===== config.mk =====
export PLATFORM = sky130hd
export DESIGN_NAME = fp32_to_int32_flat
export DESIGN_NICKNAME = d
export VERILOG_FILES = /design/src/rtl/fp32_pkg.sv /design/src/rtl/fp32_to_int32_if.sv /design/src/rtl/fp32_classify.sv /design/src/rtl/fp32_to_int32.sv /design/src/flat_wrapper.sv
export SDC_FILE = /design/constraint.sdc
export NUM_CORES = 1
export LEC_CHECK = 0
export CAP_MARGIN = 20
export CELL_PAD_IN_SITES_DETAIL_PLACEMENT = 0
export CELL_PAD_IN_SITES_GLOBAL_PLACEMENT = 1
export CORE_MARGIN = 5
export CORE_UTILIZATION = 40
export DETAILED_ROUTE_END_ITERATION = 8
export GPL_TIMING_DRIVEN = 1
export PLACE_DENSITY_LB_ADDON = 0.12
export SYNTH_ARGS = -nofsm -noshare
export SYNTH_HDL_FRONTEND = slang
export SYNTH_SLANG_ARGS = --single-unit

===== constraint.sdc =====
create_clock -name clk -period 3.97 [get_ports clk]
set_input_delay 0.794 -clock clk [delete_from_list [all_inputs] [get_ports clk]]
set_output_delay 0.794 -clock clk [all_outputs]
set_load 0.01 [all_outputs]

===== src/rtl/fp32_pkg.sv =====
// Shared fp32 constants, FSM state encoding and operand class codes for the
// float-to-integer conversion path.
package fp32_pkg;

  localparam int EXP_W  = 8;
  localparam int FRAC_W = 23;

  localparam logic [EXP_W-1:0] BIAS      = 8'd127;
  localparam logic [EXP_W-1:0] EXP_MAX   = 8'hFF;
  // Smallest exponent whose magnitude reaches 2^31.
  localparam logic [EXP_W-1:0] EXP_SAT   = 8'd158;
  // Exponent at which the hidden-1 mantissa is already an integer (shift 0).
  localparam logic [EXP_W-1:0] EXP_ALIGN = 8'd150;

  localparam logic [31:0] INT_MAX    = 32'h7FFFFFFF;
  localparam logic [31:0] INT_MIN    = 32'h80000000;
  localparam logic [31:0] FP_INT_MIN = 32'hCF000000;

  typedef enum logic [1:0] {
    IDLE  = 2'd0,
    SHIFT = 2'd1,
    DONE  = 2'd2
  } state_t;

  typedef enum logic [2:0] {
    NORMAL     = 3'd0,
    ZERO_SMALL = 3'd1,
    INF        = 3'd2,
    NAN        = 3'd3,
    OVF        = 3'd4
  } class_t;

endpackage


===== src/rtl/fp32_to_int32_if.sv =====
// Operand/result bus of the fp32 -> int32 converter.
// Handshake: a transfer happens on a rising clk edge where valid && ready are
// both high; the sender holds its payload and valid stable until that edge.
interface fp32_to_int32_if;
  logic        in_valid;
  logic        in_ready;
  logic [31:0] a;
  logic        out_valid;
  logic        out_ready;
  logic [31:0] y;
  logic        ovf;
  logic        inv;
  logic        inexact;

  modport slave (
    input  in_valid, a, out_ready,
    output in_ready, out_valid, y, ovf, inv, inexact
  );

  modport master (
    output in_valid, a, out_ready,
    input  in_ready, out_valid, y, ovf, inv, inexact
  );
endinterface


===== src/rtl/fp32_classify.sv =====
// Combinational fp32 field unpack: operand class plus the shift count and
// direction needed to denormalize the hidden-1 mantissa into an integer.
module fp32_classify
  import fp32_pkg::*;
(
  input  logic [31:0] a,
  output class_t      cls,
  output logic        sign,
  output logic        mag_nz,
  output logic        is_int_min,
  output logic [31:0] mant,
  output logic [4:0]  cnt,
  output logic        dir_left
);

  logic [EXP_W-1:0]  e;
  logic [FRAC_W-1:0] frac;

  always_comb begin
    sign       = a[31];
    e          = a[30:23];
    frac       = a[22:0];
    mag_nz     = |a[30:0];
    is_int_min = (a == FP_INT_MIN);
    mant       = {8'b0, 1'b1, frac};
    dir_left   = (e >= EXP_ALIGN);
    // Normal exponents span 127..157, so |e-150| fits in 5 bits and modulo-32
    // arithmetic on the low exponent bits is exact.
    cnt = dir_left ? (e[4:0] - EXP_ALIGN[4:0]) : (EXP_ALIGN[4:0] - e[4:0]);

    if (e == EXP_MAX)      cls = (|frac) ? NAN : INF;
    else if (e < BIAS)     cls = ZERO_SMALL;
    else if (e >= EXP_SAT) cls = OVF;
    else                   cls = NORMAL;
  end

endmodule


===== src/rtl/fp32_to_int32.sv =====
// Iterative fp32 -> int32 converter: truncates toward zero, saturates out-of-range
// inputs, and denormalizes the mantissa STEP bits per cycle.
module fp32_to_int32
  import fp32_pkg::*;
#(
  parameter int STEP = 1
) (
  input  logic                    clk,
  input  logic                    rst_n,
  fp32_to_int32_if.slave          bus,
  output state_t                  state_dbg
);

  state_t      state;
  logic [31:0] m;
  logic [4:0]  cnt;
  logic        dir_left;
  logic        sign_q;
  logic        sticky;
  logic [31:0] y_q;
  logic        ovf_q, inv_q, inexact_q, out_valid_q;

  class_t      c_cls;
  logic        c_sign, c_mag_nz, c_is_int_min, c_dir_left;
  logic [31:0] c_mant;
  logic [4:0]  c_cnt;

  fp32_classify u_classify (
    .a          (bus.a),
    .cls        (c_cls),
    .sign       (c_sign),
    .mag_nz     (c_mag_nz),
    .is_int_min (c_is_int_min),
    .mant       (c_mant),
    .cnt        (c_cnt),
    .dir_left   (c_dir_left)
  );

  logic [4:0]  k;
  logic [4:0]  cnt_next;
  logic [31:0] m_next;
  logic [31:0] lost_mask;
  logic        lost;

  always_comb begin
    k         = (cnt < STEP[4:0]) ? cnt : STEP[4:0];
    cnt_next  = cnt - k;
    m_next    = dir_left ? (m << k) : (m >> k);
    lost_mask = (32'd1 << k) - 32'd1;
    lost      = ~dir_left & (|(m & lost_mask));
  end

  always_ff @(posedge clk or negedge rst_n) begin
    if (!rst_n) begin
      state       <= IDLE;
      m           <= '0;
      cnt         <= '0;
      dir_left    <= 1'b0;
      sign_q      <= 1'b0;
      sticky      <= 1'b0;
      y_q         <= '0;
      ovf_q       <= 1'b0;
      inv_q       <= 1'b0;
      inexact_q   <= 1'b0;
      out_valid_q <= 1'b0;
    end else begin
      case (state)
        IDLE: begin
          if (bus.in_valid) begin
            m        <= c_mant;
            cnt      <= c_cnt;
            dir_left <= c_dir_left;
            sign_q   <= c_sign;
            sticky   <= 1'b0;
            case (c_cls)
              NAN: begin
                y_q <= INT_MAX; ovf_q <= 1'b0; inv_q <= 1'b1; inexact_q <= 1'b0;
                out_valid_q <= 1'b1; state <= DONE;
              end
              INF: begin
                y_q <= c_sign ? INT_MIN : INT_MAX;
                ovf_q <= 1'b1; inv_q <= 1'b0; inexact_q <= 1'b0;
                out_valid_q <= 1'b1; state <= DONE;
              end
              ZERO_SMALL: begin
                y_q <= '0; ovf_q <= 1'b0; inv_q <= 1'b0; inexact_q <= c_mag_nz;
                out_valid_q <= 1'b1; state <= DONE;
              end
              OVF: begin
                // -2^31 is the one in-range value with exponent 158.
                y_q <= c_sign ? INT_MIN : INT_MAX;
                ovf_q <= ~c_is_int_min; inv_q <= 1'b0; inexact_q <= 1'b0;
                out_valid_q <= 1'b1; state <= DONE;
              end
              default: state <= SHIFT;
            endcase
          end
        end
        SHIFT: begin
          m      <= m_next;
          cnt    <= cnt_next;
          sticky <= sticky | lost;
          if (cnt_next == 5'd0) begin
            y_q         <= sign_q ? (~m_next + 32'd1) : m_next;
            ovf_q       <= 1'b0;
            inv_q       <= 1'b0;
            inexact_q   <= sticky | lost;
            out_valid_q <= 1'b1;
            state       <= DONE;
          end
        end
        DONE: begin
          if (bus.out_ready) begin
            out_valid_q <= 1'b0;
            state       <= IDLE;
          end
        end
        default: state <= IDLE;
      endcase
    end
  end

  assign bus.in_ready  = (state == IDLE);
  assign bus.out_valid = out_valid_q;
  assign bus.y         = y_q;
  assign bus.ovf       = ovf_q;
  assign bus.inv       = inv_q;
  assign bus.inexact   = inexact_q;
  assign state_dbg     = state;

endmodule


===== src/flat_wrapper.sv =====
// flat-port wrapper written by rule: the top's interface ports become plain ports
module fp32_to_int32_flat import fp32_pkg::*;
#(
  parameter int STEP = 1
)
  (clk, rst_n, state_dbg, bus_in_valid, bus_a, bus_out_ready, bus_in_ready, bus_out_valid, bus_y, bus_ovf, bus_inv, bus_inexact);
  fp32_to_int32_if bus_i ();
  input  logic clk;
  input  logic rst_n;
  output state_t state_dbg;
  input wire logic [$bits(bus_i.in_valid)-1:0] bus_in_valid;
  input wire logic [$bits(bus_i.a)-1:0] bus_a;
  input wire logic [$bits(bus_i.out_ready)-1:0] bus_out_ready;
  output wire logic [$bits(bus_i.in_ready)-1:0] bus_in_ready;
  output wire logic [$bits(bus_i.out_valid)-1:0] bus_out_valid;
  output wire logic [$bits(bus_i.y)-1:0] bus_y;
  output wire logic [$bits(bus_i.ovf)-1:0] bus_ovf;
  output wire logic [$bits(bus_i.inv)-1:0] bus_inv;
  output wire logic [$bits(bus_i.inexact)-1:0] bus_inexact;
  assign bus_i.in_valid = bus_in_valid;
  assign bus_i.a = bus_a;
  assign bus_i.out_ready = bus_out_ready;
  assign bus_in_ready = bus_i.in_ready;
  assign bus_out_valid = bus_i.out_valid;
  assign bus_y = bus_i.y;
  assign bus_ovf = bus_i.ovf;
  assign bus_inv = bus_i.inv;
  assign bus_inexact = bus_i.inexact;
  fp32_to_int32 #(.STEP(STEP)) u_core (.clk(clk), .rst_n(rst_n), .bus(bus_i), .state_dbg(state_dbg));
endmodule

Yosys cells after proc, flatten, opt, wreduce, memory -nomap -nowiden
Index checks and enable logic that the tools add are counted.
Widths: inputs -> output; s select.

storage, ports and cells
  flip-flop bits (word level) = 78
  input port bits = 36
  output and inout bits = 39
  word-level logic and storage cells = 105

operators by class
  add/sub/neg operators = 5
  $lt $le $gt $ge = 4
  eq/ne operators = 16
  shift operators = 3
  muxes and demuxes = 40
  bitwise logic cells = 6
  reductions and logical operators = 20

operators with widths
  kind                   number
  $mux 32                6
  $pmux 32 s2            2
  $pmux 32 s3            1
  $add 32x1->32 const B  1
  $and 32x32->32         1
  $eq 32x32->1 const B   1
  $not 32->32            1
  $reduce_or 32->1       1
  $shl 1x5->32 const A   1
  $shl 32x5->32          1
  $shr 32x5->32          1
  $sub 32x1->32 const B  1
  $reduce_or 31->1       1
  $reduce_or 23->1       1
  $ge 8x8->1 const B     2
  $reduce_and 4->1       4
  $mux 5                 3
  $pmux 1 s2             6
  $mux 1                 11
  $pmux 5 s2             1
  $mux 3                 3
  $eq 8x8->1 const B     1
  $lt 8x7->1 const B     1
  $mux 2                 4
  28 further kinds       38

Depth between registers and ports, before layout
  depth in word-level cells = 10
  gate-level depth with buffers = 16
  depth with buffers taken out = 11

Cells and area by module
Synthesis repeated with hierarchy kept, for this count alone.

second synthesis, totals
  cell total of the unflattened synthesis = 783
  area total of the unflattened synthesis = 6283.5 um^2

modules (own cells, without submodules)
  module         times used  cells an instance  area each (um^2)  sequential area each (um^2)
  fp32_to_int32  1           699                5681.7            1951.9
  fp32_classify  1           84                 601.8             0.0

Worst setup path after synthesis
Ideal clock, no wire load.

  path kind = reg-to-reg
  start = reg u_core.cnt[1]
  end = reg u_core.y_q[12] (netlist: u_core.bus.y[12])
  library setup time = 0.123 ns
  data arrival time = 3.226 ns
  required time = 3.847 ns
  slack = 0.620 ns
  stages on the path, launching flop included = 17
  buffers on the path = 5
  period minus slack after synthesis = 3.350 ns
  cells stage by stage = dfrtp_1 -> or4_4 -> clkbuf_1 -> clkbuf_1 -> nand2b_1 -> inv_1 -> ha_1 -> or2_2 -> nand2_1 -> a41o_1 -> o211a_1 -> clkbuf_1 -> nand2b_1 -> clkbuf_1 -> clkbuf_1 -> nor3_1 -> nor3_1

between the ends
  longest elaborated chain between the ends = 9
  elaborated cells on any way between the ends = 14
  those cells by class = add/sub (2); order compare (1); eq/ne (1); shift (2); mux (5); bitwise (1); reduce/logical (2)

RTL lines
  item                                            line                  text
  start: declaration                              fp32_to_int32.sv:16   logic [4:0] cnt;
  start signal: assignment                        fp32_to_int32.sv:71   cnt <= c_cnt;
  start signal: assignment                        fp32_to_int32.sv:101  cnt <= cnt_next;
  $lt 5x1->1                                      fp32_to_int32.sv:46   k = (cnt < STEP[4:0]) ? cnt : STEP[4:0];
  $mux 5                                          fp32_to_int32.sv:46
  $shr 32x5->32 or $shl 32x5->32 (tied branches)  fp32_to_int32.sv:48   m_next = dir_left ? (m << k) : (m >> k);
  $mux 32                                         fp32_to_int32.sv:48
  $not 32->32                                     fp32_to_int32.sv:104  y_q <= sign_q ? (~m_next + 32'd1) : m_next;
  $add 32x1->32                                   fp32_to_int32.sv:104
  $mux 32                                         fp32_to_int32.sv:104
  $mux 32                                         fp32_to_int32.sv:103  if (cnt_next == 5'd0) begin
  $pmux 32 s2                                     fp32_to_int32.sv:67   case (state)
  end signal: assignment                          fp32_to_int32.sv:81   y_q <= c_sign ? INT_MIN : INT_MAX;
  end signal: assignment                          fp32_to_int32.sv:91   y_q <= c_sign ? INT_MIN : INT_MAX;
  end signal: assignment                          fp32_to_int32.sv:104
  end: declaration                                fp32_to_int32.sv:20   logic [31:0] y_q;

Parallel ways exist; a longest one is shown, timed or not. The select of a mux whose other input is x is not followed.
A chain may end at the register's enable or synchronous reset.

Final worst setup path
  start = reg u_core.cnt[1]
  end = reg u_core.y_q[31] (netlist: u_core.bus.y[31])

Same word-level chain as after synthesis.

==> flow_summary.ini <==
[outcome]
status = complete, no violations

[synth]
synth_most_common_cell = nor2_1
synth_cell_types = 71
synth_edf_count = 0
yosys-top-cells-area = dfrtp_1, mux2i_1, a21oi_1
syn_area_sq_um = 5781
syn_avg_cell_area_sq_um = 8.085
synth-main-ff-cell = dfrtp_1
synth_common_cells = nor2_1, dfrtp_1, a21oi_1
synth_top_area_share_pct = 33.77
ys_warn_count = 0
ys_ff_latch = 78
synthArstFlopShare_pct = 100.0
netlist_instances = 715
synthesis.nets = 760
yosysSeqAreaShare_pct = 33.77
synth_top_cell_by_area = dfrtp_1

[clock_network]
cts_max_level = 3
clk_pin_slew_ns = 0.07
cts_sinks = 78
ctsResizeCount = 0
cts_tree = yes
clkLatencyLatePin_ns = 0.35
cts-root-buf = clkbuf_16
cts_buffer_depth = 2
post_cts_buffers = 0
ctsHoldBuffers = 0
cts_buffers = 9

[floorplanning]
die_y_microns = 130.2
start_util_pct = 40.23
die_w_microns = 130.2
row_count = 44
io-pin-count = 75
core_sq_um = 14370
die_area_sq_um = 16960

[critical_path]
crit_family = compound AO/OA/AOI/OAI gates
crit_slowest_cell = o311ai_1
critPathKind = reg -> reg
reg2reg_to = u_core.bus.y[31]
r2r_start = u_core.cnt[1]
rrSetupSlack_ns = 0.65
endpoint_kind = flop
cp-start-kind = flop
reg2reg_depth = 8
required_ns = 4.19
path_buf_inv = 1
path_cells = or4_4 > or2_1 > buf_4 > o311ai_1 > nand4_2 > o41ai_2 > xnor2_1 > a31oi_1
slowest_delay_ns = 0.64
arrival_ns = 3.54
cp_max_fo = 35

[global_routing]
grt_pass1_vias = 5469
gr-total-overflow = 0
grt_max_degree = 79
grtUsageTotal_pct = 23.96
antenna_found_initial = 0
grt_pass1_wl_microns = 31190

[flow_run]
drv_cap = 0

[hold_path]
worst_hold_path_type = in -> async

[routing]
drt_iter0_drc = 494
routed_wl_microns = 20200
vias_per_cell = 6.039
wl_per_cell_microns = 21.36
drt_pass1_iterations = 7
drt.antenna.violating_nets = 0
vias = 5713
drc_errors = 0

[pwr]
ir_drop_v = 0.0002908
p_leak_uw = 0.002759
finalPower_uw = 5199
cellPowerDensity_nw_per_um2 = 745.6

[sta]
min_period_over_period_pct = 83.66
relSlewSlack_pct = 44.02
hold-worst-slack_ns = 0.4130
finClkSkew_ns = 0.009274
finalSetupViolCount = 0
fin_crit_ns = 3.321
finalHoldViolCount = 0
fin_tns_setup_ns = 0
max_freq_mhz = 301.1
worst_pin_slew_ns = 0.8397
setup_ws_ns = 0.6487
rsz0062_at_grt = false
drv_slew = 0

[place]
place.gp.congestion = 0.8957
dp_slack_ns = 0.5339
portBuffers = 74
hpwlAfterDp_microns = 14420
dpl.cell_count = 929

[finish]
final_nets = 802
antennaDiodeCount = 0
area_growth_pct = 20.63
final_cells = 946
layout-drive-gt1-share_pct = 7.480
-- report_power, final --
| part | switching (uW) | internal, uW |
|---|---|---|
| clock | 385 | 493 |
| combinational | 1510 | 1170 |
| sequential | 508 | 1130 |
| total | 2400 | 2800 |
-- metrics by stage --
step                util [%]  area [sq um]
floorplan                  -          5781
global placement       46.26          6646
detailed placement     46.26          6646
CTS                    48.34          6945
global route           48.53          6973
finish                 48.53          6973
-- metal layers --
layer  global-route usage (%)  up-vias  share of wire, %
li1                         -     2713                 -
met4                    7.335        0               2.3
met5                        0        -                 0
met2                    40.10      146                49
met1                    31.70     2828                44
met3                    4.093       26               4.4
-- flip-flops by register name (all words and copies together), names as in the netlist --
signal                flops
u_core.bus.out_valid      1
u_core.sign_q             1
u_core.state_dbg          2
u_core.bus.y             32
u_core.sticky             1
u_core.bus.inexact        1
u_core.cnt                5
u_core.bus.inv            1
u_core.bus.ovf            1
u_core.dir_left           1
u_core.m                 32
-- final cells by class --
class | count | area [sq um]
Clock inverter | 6 | 70.07
Tap cell | 184 | 230.2
Multi-Input combinational cell | 560 | 3526
Fill cell | 1415 | 7396
Timing Repair Buffer | 95 | 915.9
Sequential cell | 78 | 1953
Clock buffer | 10 | 229.0
Inverter | 13 | 48.80
-- kinds of logic after synthesis --
family | Yosys count | synth area share [%]
AO/OA/AOI/OAI | 224 | 25.26
XOR/XNOR | 14 | 2.121
adder cells (fa/ha/maj) | 9 | 1.948
buffers and inverters | 77 | 5.281
flip-flops | 78 | 33.77
multiplexers | 49 | 8.636
AND/OR/NAND/NOR | 264 | 22.99
-- worst max path at each step --
stage	slack, ns	end	cells after the start	startpoint
after floorplan	0.62	u_core.bus.y[12]	16	u_core.cnt[1]
after global placement	0.64	u_core.bus.y[14]	10	bus_a[24]
after detailed placement	0.53	u_core.bus.y[21]	10	bus_a[24]
after CTS	0.67	u_core.bus.y[31]	8	u_core.cnt[1]
after global routing	0.49	u_core.bus.inexact	11	u_core.cnt[1]
final	0.65	u_core.bus.y[31]	8	u_core.cnt[1]
-- layout by cell type (no fill, tap or decap), drive strengths merged, types with 5 or more instances in the layout --
cell,Yosys,routed
nor4,13,13
a21o,6,6
buf,12,22
xnor2,9,9
nand2,41,41
o21a,6,6
or3,9,9
clkdlybuf4s50,0,73
and2,7,7
nand4b,6,6
a31oi,5,5
nor3,46,46
inv,12,14
dfrtp,78,78
ha,9,9
nand4,5,5
or2,5,5
o31ai,6,6
and3,10,10
nand3,6,6
clkbuf,52,10
nor3b,11,11
nand2b,8,8
nor2,90,90
o21ai,58,58
o311ai,7,7
o211ai,8,8
a21oi,71,71
mux2i,45,45
xor2,5,5
o22ai,13,13
o22a,11,11
(Power assumes the default switching activity.)
